## config.mk

```make
export PLATFORM = sky130hd
export DESIGN_NAME = dtw_word_requester_flat
export DESIGN_NICKNAME = d
export VERILOG_FILES = /design/src/rtl/dtw_pkg.sv /design/src/rtl/dtw_word_requester_if.sv /design/src/rtl/dtw_res_serializer.sv /design/src/rtl/dtw_word_requester.sv /design/src/flat_wrapper.sv
export SDC_FILE = /design/constraint.sdc
export NUM_CORES = 1
export LEC_CHECK = 0
export CAP_MARGIN = 20
export CORE_ASPECT_RATIO = 1.2
export CORE_MARGIN = 2
export CORE_UTILIZATION = 51
export CTS_CLUSTER_SIZE = 16
export DETAILED_ROUTE_END_ITERATION = 7
export PLACE_DENSITY = 0.8
export SYNTH_ARGS = -nofsm -noshare
export SYNTH_HDL_FRONTEND = slang
export SYNTH_SLANG_ARGS = --single-unit
```

## constraint.sdc

```tcl
create_clock -name i_DTW_clk -period 3.45 [get_ports i_DTW_clk]
set_clock_uncertainty 0.2 [all_clocks]
set_input_delay 0.8625 -clock i_DTW_clk [delete_from_list [all_inputs] [get_ports i_DTW_clk]]
set_output_delay 0.8625 -clock i_DTW_clk [all_outputs]
set_load 0.03 [all_outputs]
```

## src/rtl/dtw_pkg.sv

```systemverilog
// Shared types and constants for the DTW word requester: word geometry,
// controller state encoding, output marker characters and byte selection.
package dtw_pkg;

  localparam int CHAR_W   = 8;
  localparam int CHAR_NUM = 15;
  localparam int WORD_W   = CHAR_W * CHAR_NUM;
  localparam int IDX_W    = 4;

  typedef logic [IDX_W-1:0]  idx_t;
  typedef logic [CHAR_W-1:0] char_t;
  typedef logic [WORD_W-1:0] word_t;

  localparam char_t SEP_CHAR     = 8'h20;
  localparam char_t NOMATCH_CHAR = 8'h3F;

  typedef enum logic [2:0] {
    S_COLLECT = 3'd0,
    S_ISSUE   = 3'd1,
    S_WAIT    = 3'd2,
    S_EMIT    = 3'd3,
    S_CLEAR   = 3'd4
  } state_t;

  // Byte idx of a packed word; indices past the last character read as zero.
  function automatic char_t get_byte(input word_t w, input idx_t idx);
    if (idx >= idx_t'(CHAR_NUM)) return '0;
    return w[int'(idx)*CHAR_W +: CHAR_W];
  endfunction

endpackage

```

## src/rtl/dtw_word_requester_if.sv

```systemverilog
// Character input, matcher start/finish and result stream of the requester,
// bundled as one interface. The master side is the requester itself.
interface dtw_word_requester_if;
  import dtw_pkg::*;

  logic  i_char_valid;
  char_t i_char;
  logic  o_char_ready;
  logic  i_word_end;
  logic  o_DTW_start;
  word_t o_DTW_word;
  logic  i_DTW_finish;
  word_t i_DTW_word;
  logic  o_res_valid;
  char_t o_res_char;
  logic  i_res_ready;
  logic  o_overflow;
  logic  o_err;
  logic  [2:0] o_state;

  modport master (
    input  i_char_valid, i_char, i_word_end, i_DTW_finish, i_DTW_word, i_res_ready,
    output o_char_ready, o_DTW_start, o_DTW_word, o_res_valid, o_res_char,
           o_overflow, o_err, o_state
  );

  modport slave (
    output i_char_valid, i_char, i_word_end, i_DTW_finish, i_DTW_word, i_res_ready,
    input  o_char_ready, o_DTW_start, o_DTW_word, o_res_valid, o_res_char,
           o_overflow, o_err, o_state
  );
endinterface

```

## src/rtl/dtw_res_serializer.sv

```systemverilog
// Streams a matched word out byte by byte over valid/ready, stopping at the
// first zero byte, substituting '?' for an empty match, and ending with a separator.
module dtw_res_serializer
  import dtw_pkg::*;
(
  input  logic  clk,
  input  logic  rst_n,
  input  logic  load,
  input  word_t word,
  input  logic  ready,
  output logic  valid,
  output char_t res_char,
  output logic  done
);

  word_t res_q;
  idx_t  idx_q;
  logic  nomatch_q;
  logic  is_sep_q;
  logic  valid_q;
  char_t char_q;

  logic  hs;
  logic  more;
  char_t first;

  // NOTE: every always_comb output gets a default first so no path leaves a latch.
  always_comb begin
    hs    = valid_q && ready;
    more  = 1'b0;
    first = get_byte(word, idx_t'(0));
    if (!nomatch_q && idx_q != idx_t'(CHAR_NUM))
      more = (get_byte(res_q, idx_q) != '0);
  end

  // NOTE: sequential state uses non-blocking assignments only, so every
  // register samples pre-edge values regardless of statement order.
  always_ff @(posedge clk or negedge rst_n) begin
    if (!rst_n) begin
      res_q     <= '0;
      idx_q     <= '0;
      nomatch_q <= 1'b0;
      is_sep_q  <= 1'b0;
      valid_q   <= 1'b0;
      char_q    <= '0;
    end else if (load) begin
      res_q     <= word;
      idx_q     <= idx_t'(1);
      nomatch_q <= (first == '0);
      char_q    <= (first == '0) ? NOMATCH_CHAR : first;
      is_sep_q  <= 1'b0;
      valid_q   <= 1'b1;
    end else if (hs) begin
      if (is_sep_q) begin
        valid_q  <= 1'b0;
        is_sep_q <= 1'b0;
      end else if (more) begin
        char_q <= get_byte(res_q, idx_q);
        idx_q  <= idx_q + idx_t'(1);
      end else begin
        char_q   <= SEP_CHAR;
        is_sep_q <= 1'b1;
      end
    end
  end

  assign valid    = valid_q;
  assign res_char = char_q;
  assign done     = hs && is_sep_q;

endmodule

```

## src/rtl/dtw_word_requester.sv

```systemverilog
// Collects gesture characters into a packed word, starts the DTW matcher,
// waits for its finish (with timeout) and hands the result to the serializer.
module dtw_word_requester
  import dtw_pkg::*;
#(
  parameter int IDLE_TIMEOUT = 1000,
  parameter int WAIT_MAX     = 4096
) (
  input logic i_DTW_clk,
  input logic i_DTW_rst_n,
  dtw_word_requester_if.master bus
);

  localparam int IW = $clog2(IDLE_TIMEOUT + 1);
  localparam int WW = $clog2(WAIT_MAX);

  state_t         state_q, state_d;
  word_t          word_q;
  idx_t           count_q;
  logic [IW-1:0]  idle_q;
  logic [WW-1:0]  wait_q;
  logic           overflow_q;
  logic           err_q;

  logic accept, store, close, timeout, load, done;
  logic char_ready, start;
  idx_t count_after;

  always_comb begin
    accept      = bus.i_char_valid && char_ready;
    store       = accept && bus.i_char != '0 && count_q != idx_t'(CHAR_NUM);
    count_after = store ? count_q + idx_t'(1) : count_q;
    close       = (bus.i_word_end && count_after != '0) ||
                  (idle_q == IW'(IDLE_TIMEOUT) && count_q != '0);
    timeout     = (wait_q == WW'(WAIT_MAX - 1));
  end

  always_ff @(posedge i_DTW_clk or negedge i_DTW_rst_n) begin
    if (!i_DTW_rst_n) state_q <= S_COLLECT;
    else              state_q <= state_d;
  end

  always_comb begin
    state_d = state_q;
    case (state_q)
      S_COLLECT: if (close) state_d = S_ISSUE;
      S_ISSUE:   state_d = S_WAIT;
      S_WAIT: begin
        if (bus.i_DTW_finish) state_d = S_EMIT;
        else if (timeout)     state_d = S_CLEAR;
      end
      S_EMIT:    if (done) state_d = S_CLEAR;
      S_CLEAR:   state_d = S_COLLECT;
      default:   state_d = S_COLLECT;
    endcase
  end

  always_comb begin
    char_ready = (state_q == S_COLLECT);
    start      = (state_q == S_ISSUE);
    load       = (state_q == S_WAIT) && bus.i_DTW_finish;
  end

  // The word buffer only changes in S_COLLECT and S_CLEAR, so it is stable
  // for the matcher from S_ISSUE until S_WAIT is left.
  always_ff @(posedge i_DTW_clk or negedge i_DTW_rst_n) begin
    if (!i_DTW_rst_n) begin
      word_q     <= '0;
      count_q    <= '0;
      idle_q     <= '0;
      wait_q     <= '0;
      overflow_q <= 1'b0;
      err_q      <= 1'b0;
    end else begin
      wait_q <= '0;
      case (state_q)
        S_COLLECT: begin
          if (accept) begin
            idle_q <= '0;
            if (store) begin
              word_q[int'(count_q)*CHAR_W +: CHAR_W] <= bus.i_char;
              count_q <= count_after;
            end else if (bus.i_char != '0) begin
              overflow_q <= 1'b1;
            end
          end else if (idle_q != IW'(IDLE_TIMEOUT)) begin
            idle_q <= idle_q + IW'(1);
          end
        end
        S_WAIT: begin
          wait_q <= wait_q + WW'(1);
          if (timeout && !bus.i_DTW_finish) err_q <= 1'b1;
        end
        S_CLEAR: begin
          word_q     <= '0;
          count_q    <= '0;
          idle_q     <= '0;
          overflow_q <= 1'b0;
        end
        default: ;
      endcase
    end
  end

  dtw_res_serializer u_ser (
    .clk      (i_DTW_clk),
    .rst_n    (i_DTW_rst_n),
    .load     (load),
    .word     (bus.i_DTW_word),
    .ready    (bus.i_res_ready),
    .valid    (bus.o_res_valid),
    .res_char (bus.o_res_char),
    .done     (done)
  );

  assign bus.o_char_ready = char_ready;
  assign bus.o_DTW_start  = start;
  assign bus.o_DTW_word   = word_q;
  assign bus.o_overflow   = overflow_q;
  assign bus.o_err        = err_q;
  assign bus.o_state      = state_q;

endmodule

```

## src/flat_wrapper.sv

```systemverilog
// flat-port wrapper written by rule: the top's interface ports become plain ports
module dtw_word_requester_flat import dtw_pkg::*;
#(
  parameter int IDLE_TIMEOUT = 1000,
  parameter int WAIT_MAX     = 4096
)
  (i_DTW_clk, i_DTW_rst_n, bus_i_char_valid, bus_i_char, bus_i_word_end, bus_i_DTW_finish, bus_i_DTW_word, bus_i_res_ready, bus_o_char_ready, bus_o_DTW_start, bus_o_DTW_word, bus_o_res_valid, bus_o_res_char, bus_o_overflow, bus_o_err, bus_o_state);
  dtw_word_requester_if bus_i ();
  input logic i_DTW_clk;
  input logic i_DTW_rst_n;
  input wire logic [$bits(bus_i.i_char_valid)-1:0] bus_i_char_valid;
  input wire logic [$bits(bus_i.i_char)-1:0] bus_i_char;
  input wire logic [$bits(bus_i.i_word_end)-1:0] bus_i_word_end;
  input wire logic [$bits(bus_i.i_DTW_finish)-1:0] bus_i_DTW_finish;
  input wire logic [$bits(bus_i.i_DTW_word)-1:0] bus_i_DTW_word;
  input wire logic [$bits(bus_i.i_res_ready)-1:0] bus_i_res_ready;
  output wire logic [$bits(bus_i.o_char_ready)-1:0] bus_o_char_ready;
  output wire logic [$bits(bus_i.o_DTW_start)-1:0] bus_o_DTW_start;
  output wire logic [$bits(bus_i.o_DTW_word)-1:0] bus_o_DTW_word;
  output wire logic [$bits(bus_i.o_res_valid)-1:0] bus_o_res_valid;
  output wire logic [$bits(bus_i.o_res_char)-1:0] bus_o_res_char;
  output wire logic [$bits(bus_i.o_overflow)-1:0] bus_o_overflow;
  output wire logic [$bits(bus_i.o_err)-1:0] bus_o_err;
  output wire logic [$bits(bus_i.o_state)-1:0] bus_o_state;
  assign bus_i.i_char_valid = bus_i_char_valid;
  assign bus_i.i_char = bus_i_char;
  assign bus_i.i_word_end = bus_i_word_end;
  assign bus_i.i_DTW_finish = bus_i_DTW_finish;
  assign bus_i.i_DTW_word = bus_i_DTW_word;
  assign bus_i.i_res_ready = bus_i_res_ready;
  assign bus_o_char_ready = bus_i.o_char_ready;
  assign bus_o_DTW_start = bus_i.o_DTW_start;
  assign bus_o_DTW_word = bus_i.o_DTW_word;
  assign bus_o_res_valid = bus_i.o_res_valid;
  assign bus_o_res_char = bus_i.o_res_char;
  assign bus_o_overflow = bus_i.o_overflow;
  assign bus_o_err = bus_i.o_err;
  assign bus_o_state = bus_i.o_state;
  dtw_word_requester #(.IDLE_TIMEOUT(IDLE_TIMEOUT), .WAIT_MAX(WAIT_MAX)) u_core (.i_DTW_clk(i_DTW_clk), .i_DTW_rst_n(i_DTW_rst_n), .bus(bus_i));
endmodule
```

# Word-level counts from Yosys, hierarchy flattened
# Cells that the tools add are included.
# word_totals
reg_bits	286
latch_bits	0
ramBits	0
rom_bits	0
inputBits	134
out_inout_bits	136
elab_cells	119
mem_count	0
# classes
add_sub_neg	5
mul	0
n_div	0
n_lt_le_gt_ge	1
eq_ne	18
shift	3
n_mux	48
bitwise_logic	0
n_reduce_logical	31
# ops
op	count
2-to-1 mux 120 bit	2
one-hot mux 120 bit (2 select lines)	1
bitwise mux 120 bit	1
variable shift 8 x 33 -> 120 bit (first input constant)	1
indexed part select 120 x 8 -> 8 bit	1
indexed part select 8 x 33 -> 120 bit	1
2-to-1 mux 8 bit	9
negation 7 -> 33 bit	1
2-to-1 mux 4 bit	7
2-to-1 mux 10 bit	2
one-hot mux 10 bit (2 select lines)	1
2-to-1 mux 1 bit	17
nonzero test 8 bit	2
adder 12 x 1 -> 12 bit (second input constant)	1
== test 12 bit (second input constant)	1
2-to-1 mux 12 bit	1
2-to-1 mux 3 bit	4
one-hot mux 3 bit (4 select lines)	1
adder 10 x 1 -> 10 bit (second input constant)	1
== test 10 bit (second input constant)	1
logical AND 1 bit	10
!= test 10 bit (second input constant)	1
!= test 2 x 1 -> 1 bit (second input constant)	5
AND reduction 3 bit	3
other kinds (18)	31

# Longest topological paths before layout
# logic_depth
ltp_word	16
mapped_depth	10
depth_no_buf	9

# Cells and area by module
# From an unflattened synthesis, not the netlist that was laid out.
# unflattened
hier_cells	963
hier_area_um2	12744.7
# modules_own_cells
mod	n_inst	cells_each	area_each_um2	seq_area_each_um2
dtw_word_requester	1	500	6414.9	3778.6
dtw_res_serializer	1	463	6329.8	3378.2

# Least setup slack after synthesis
# No wires, ideal clock.
# synth_path
path_type	input port to flip-flop
from	in bus_i_char[0]
to	reg u_core.word_q[56], in the netlist u_core.bus.o_DTW_word[56]
setup_ns	0.097
arrival_time_ns	2.435
path_slack_ns	0.719
path_stages	8
n_path_buf	1
path_cell_list	or4_1 > o211ai_4 > nor2b_2 > o21a_4 > o21ai_2 > buf_4 > nand2_1 > o31ai_1
# synth_via
elab_chain_cells	5
# synth_lines
item	line_no	rtl
start, declared	flat_wrapper.sv:12	input wire logic [$bits(bus_i.i_char)-1:0] bus_i_char;
indexed part select 8 x 33 -> 120 bit / nonzero test 8 bit (equally long branches)	dtw_word_requester.sv:81, dtw_word_requester.sv:31	
bitwise mux 120 bit / logical AND 1 bit (equally long branches)	dtw_word_requester.sv:81, dtw_word_requester.sv:31	
2-to-1 mux 120 bit / logical AND 1 bit (equally long branches)	dtw_word_requester.sv:80, dtw_word_requester.sv:31	
2-to-1 mux 120 bit / != test 2 x 1 -> 1 bit (equally long branches)	n/a	
one-hot mux 120 bit (2 select lines) / AND reduction 3 bit (equally long branches)	n/a	
end signal, assigned by index	dtw_word_requester.sv:81	word_q[int'(count_q)*CHAR_W +: CHAR_W] <= bus.i_char;
end, declared	dtw_word_requester.sv:18	word_t word_q;
# Parallel ways exist; a longest one is shown, timed or not. The select of a mux whose other input is x is not followed.
# A chain may end at the register's enable or synchronous reset.

# Worst setup path after layout
# layout_path
from	reg u_core.state_q[1], in the netlist u_core.bus.o_state[1]
to	out bus_o_char_ready
# layout_via
elab_chain_cells	1
# layout_lines
item	line_no	rtl
start, declared	dtw_word_requester.sv:17	state_t state_q, state_d;
start signal, assigned	dtw_word_requester.sv:40	else state_q <= state_d;
logical NOT 3 bit	dtw_word_requester.sv:59	char_ready = (state_q == S_COLLECT);
end, declared	flat_wrapper.sv:17	output wire logic [$bits(bus_i.o_char_ready)-1:0] bus_o_char_ready;
# Every way passes these cells.

==> results.md <==
- Status: finished, final reports clean
- Post-DR vias/cell: approximately 5.5
- CP max stage cell: clkdlybuf4s50_1
- Global-route track usage on met1: 33.5%
- Crit Path Class: flop to primary output
- Distinct cells, synth: between 60 and 70
- Synth top area share: between 50% and 60%
- Worst-skew pair later-pin latency: approximately 530 ps
- Non-Filler Instances: 1,920
- Area of the multi-input gates: between 5000 and 6000 um^2
- P&R area growth vs syn: 32.1%
- Flop and latch count out of synthesis: 286
- Final Net Count: around 1,700
- Critical Path RT: ~2400 ps
- Post-route ant nets: 0
- Number of CTS-inserted buffers: 28
- CP Max Fanout: 8
- Netlist Area Pre-Place: 12,700 um^2
- Reg area: between 7000 and 8000 um^2
- Dpl hpwl: between 20 and 30 mm
- DIE AREA: around 26,000 um^2
- # Max-Cap Violations: 0
- CP endpoint kind: primary output
- Layout cell share with drive strength beyond 1: slightly above 8%
- Final Max Tran Viols: 0
- I/O Pins: between 200 and 300
- Initial antenna violation count: 0
- Hold WS: between 80 and 90 ps
- GR Util met2: between 40% and 50%
- R2r setup slk: 430 ps
- Pwr/cell area: roughly 790 nW/um^2
- Sequential area share after synthesis: between 50% and 60%
- Pin count of the biggest net entering global routing: 80
- Grt total ovfl: 0
- Port Buffers: approximately 270
- Fill cell count: 1,843
- Max-slew headroom: 43.5%
- Diode count: 0
- Startpoint Class: flop
- Clock Sinks: between 200 and 300
- Syn_nets: about 1,400
- H-tree levels: 1
- TritonCTS clock tree: done
- Asr flop ratio synth: between 90% and 100%
- Syn avg cell area: around 9.8 um^2
- Starting Density: a little over 50%
- Setup-failing EPs final: 0
- Most common cell after layout, fill and taps aside: nand2_1
- # rows: 63
- Number of global-route vias before repair: 10,800
- Starting DRT DRC Count: roughly 730
- Actual slew at the worst max-slew pin: about 850 ps
- Die Span Y: 177 um
- Clk root buf: clkbuf_16
- Die width: roughly 150 um
- Met3 layer usage reported by global route: 5.77%
- Worst min path class: input pin to asynchronous set/reset pin
- Synth warn: 0
- Worst r2r path cells: 8
- Most frequent cells in the layout: nand2_1, dfrtp_1, clkdlybuf4s50_1, o21ai_0, nor2_1
- GRT Util Overall: between 20% and 30%
- Synth area leader: dfrtp_1
- CP cell instances: nor3_4 -> clkdlybuf4s50_1
- Post-CTS sizing: 0
- RSZ-0062 raised after global routing: false
- Drt drc: 0
- CP arrival: 2150 ps
- Core area: between 20,000 and 25,000 um^2
- Postcts setup bufs: 0
- Dpl cell area: 15,800 um^2
- Fmax: 311 MHz
- P_leak: slightly below 8 nW
- Worst vdd ir: 0.000448 V
- Sum of negative setup slack: 0 ps
- Post-Route WL: 36.1 mm
- Clock slew at reported path FFs: about 70 ps
- DRT Pass-1 Iters: 5
- FF-to-FF Start: u_core.u_ser.idx_q[1]
- Cells after DPL: 1,868
- Crit-path max cell delay: about 740 ps
- Global-route wire length before repair: about 57 mm
- Final Cycle Share: between 90 and 100%
- GPL Wtd Cong: 0.956
- Clock buffer depth: 3
- DR WL/cell: around 19 um
- Post-synth EDFFs: 0
- RR Endpoint: u_core.u_ser.res_char[5]
- Design area: between 15,000 and 20,000 um^2
- CTS Hold Bufs: 0
- Top cells by area, synth: dfrtp_1, nand2_1, o21ai_0
- Crit path time final: roughly 3200 ps
- Hold Violations, Final: 0
- Via count: approximately 11,000
- Ys flop type: dfrtp_1
- Synth Instances: approximately 1,300
- Top Usage Layer GRT: met2
[cells in the mapped netlist (all sizes together), types with 4 or more instances]
| master | instances |
|---|---|
| nand2 | 504 |
| or3 | 8 |
| o31ai | 14 |
| o2bb2ai | 11 |
| nand3b | 4 |
| nor4 | 6 |
| xor2 | 9 |
| ha | 9 |
| a21oi | 22 |
| mux4 | 19 |
| nand3 | 13 |
| nand2b | 16 |
| or2 | 4 |
| a31oi | 10 |
| mux2i | 22 |
| nor2 | 52 |
| o21ai | 99 |
| dfrtp | 286 |
| xnor2 | 5 |
| nor3 | 7 |
| inv | 18 |
| mux2 | 8 |
| a221oi | 4 |
| a22o | 28 |
| nor2b | 11 |
| buf | 25 |
| nand4 | 12 |
| clkbuf | 34 |
| and2 | 4 |
[how the worst max path moves through the flow]
stage                           from                        end  slack [ps]  cells after the start
2_1_floorplan          bus_i_char[0]  u_core.bus.o_DTW_word[56]         720                      8
3_3_place_gp           bus_i_char[0]  u_core.bus.o_DTW_word[72]          80                      8
3_5_place_dp           bus_i_char[0]  u_core.bus.o_DTW_word[76]         0.4                      8
4_1_cts        u_core.bus.o_state[1]           bus_o_char_ready         190                      2
5_1_grt        u_core.bus.o_state[1]           bus_o_char_ready         150                      2
6_report       u_core.bus.o_state[1]           bus_o_char_ready         230                      2
[through the flow]
step	worst slack (ps)	utilization, %	total power, W
2_1_floorplan	719	-	0.00832
4_1_cts	190	68.4	0.0134
6_report	234	68.4	0.0133
3_3_place_gp	78.5	64.4	0.00991
5_1_grt	147	68.4	0.0140
3_5_place_dp	0.414	64.4	0.0101
[kinds of logic (layout without fill, tap and decap cells)]
logic type,count (synthesis),count (layout),synth area share [%]
muxes,49,49,6.21
buffers and inverters,77,370,2.90
adders and majority gates,9,9,0.884
and+or+nand+nor,651,651,21.4
DFF,286,286,56.2
xor gates and xnor gates,14,14,0.963
AOI/OAI and AO/OA,216,216,11.5
[layout make-up]
type / count / area share [%]
Inverter: 18 / 0.401
Tap cell: 325 / 2.42
Clock inverter: 21 / 1.44
Clock buffer: 31 / 4.42
Sequential cell: 286 / 42.5
Timing Repair Buffer: 300 / 17.8
Multi-Input combinational cell: 939 / 31.0
[sequential cells by signal, indices dropped and copies added (netlist names)]
name and flops:
u_core.bus.o_DTW_word 120, u_core.bus.o_err 1, u_core.bus.o_overflow 1, u_core.bus.o_state 3
u_core.count_q 4, u_core.idle_q 10, u_core.u_ser.idx_q 4, u_core.u_ser.is_sep_q 1
u_core.u_ser.nomatch_q 1, u_core.u_ser.res_char 8, u_core.u_ser.res_q 120, u_core.u_ser.valid 1
u_core.wait_q 12
[metal layers]
| layer | wire, um | vias to the layer above |
|---|---|---|
| met5 | 0 | - |
| met1 | 14000 | 5165 |
| met2 | 18000 | 452 |
| met4 | 1120 | 0 |
| li1 | - | 4950 |
| met3 | 3010 | 76 |
[power breakdown]
| group | internal, W | switching, W | leakage, nW |
|---|---|---|---|
| logic | 0.00207 | 0.00293 | 3.53 |
| registers | 0.00434 | 0.000731 | 3.73 |
| clock network | 0.00188 | 0.00137 | 0.480 |
[critical path: cells and delay by family (launching register included)]
| kind | cells | cell delay [ps] |
|---|---|---|
| flip-flops | 1 | 490 |
| buffers and inverters | 1 | 740 |
| AND/OR/NAND/NOR | 1 | 390 |
No activity file was read; power rests on OpenSTA's default activity.
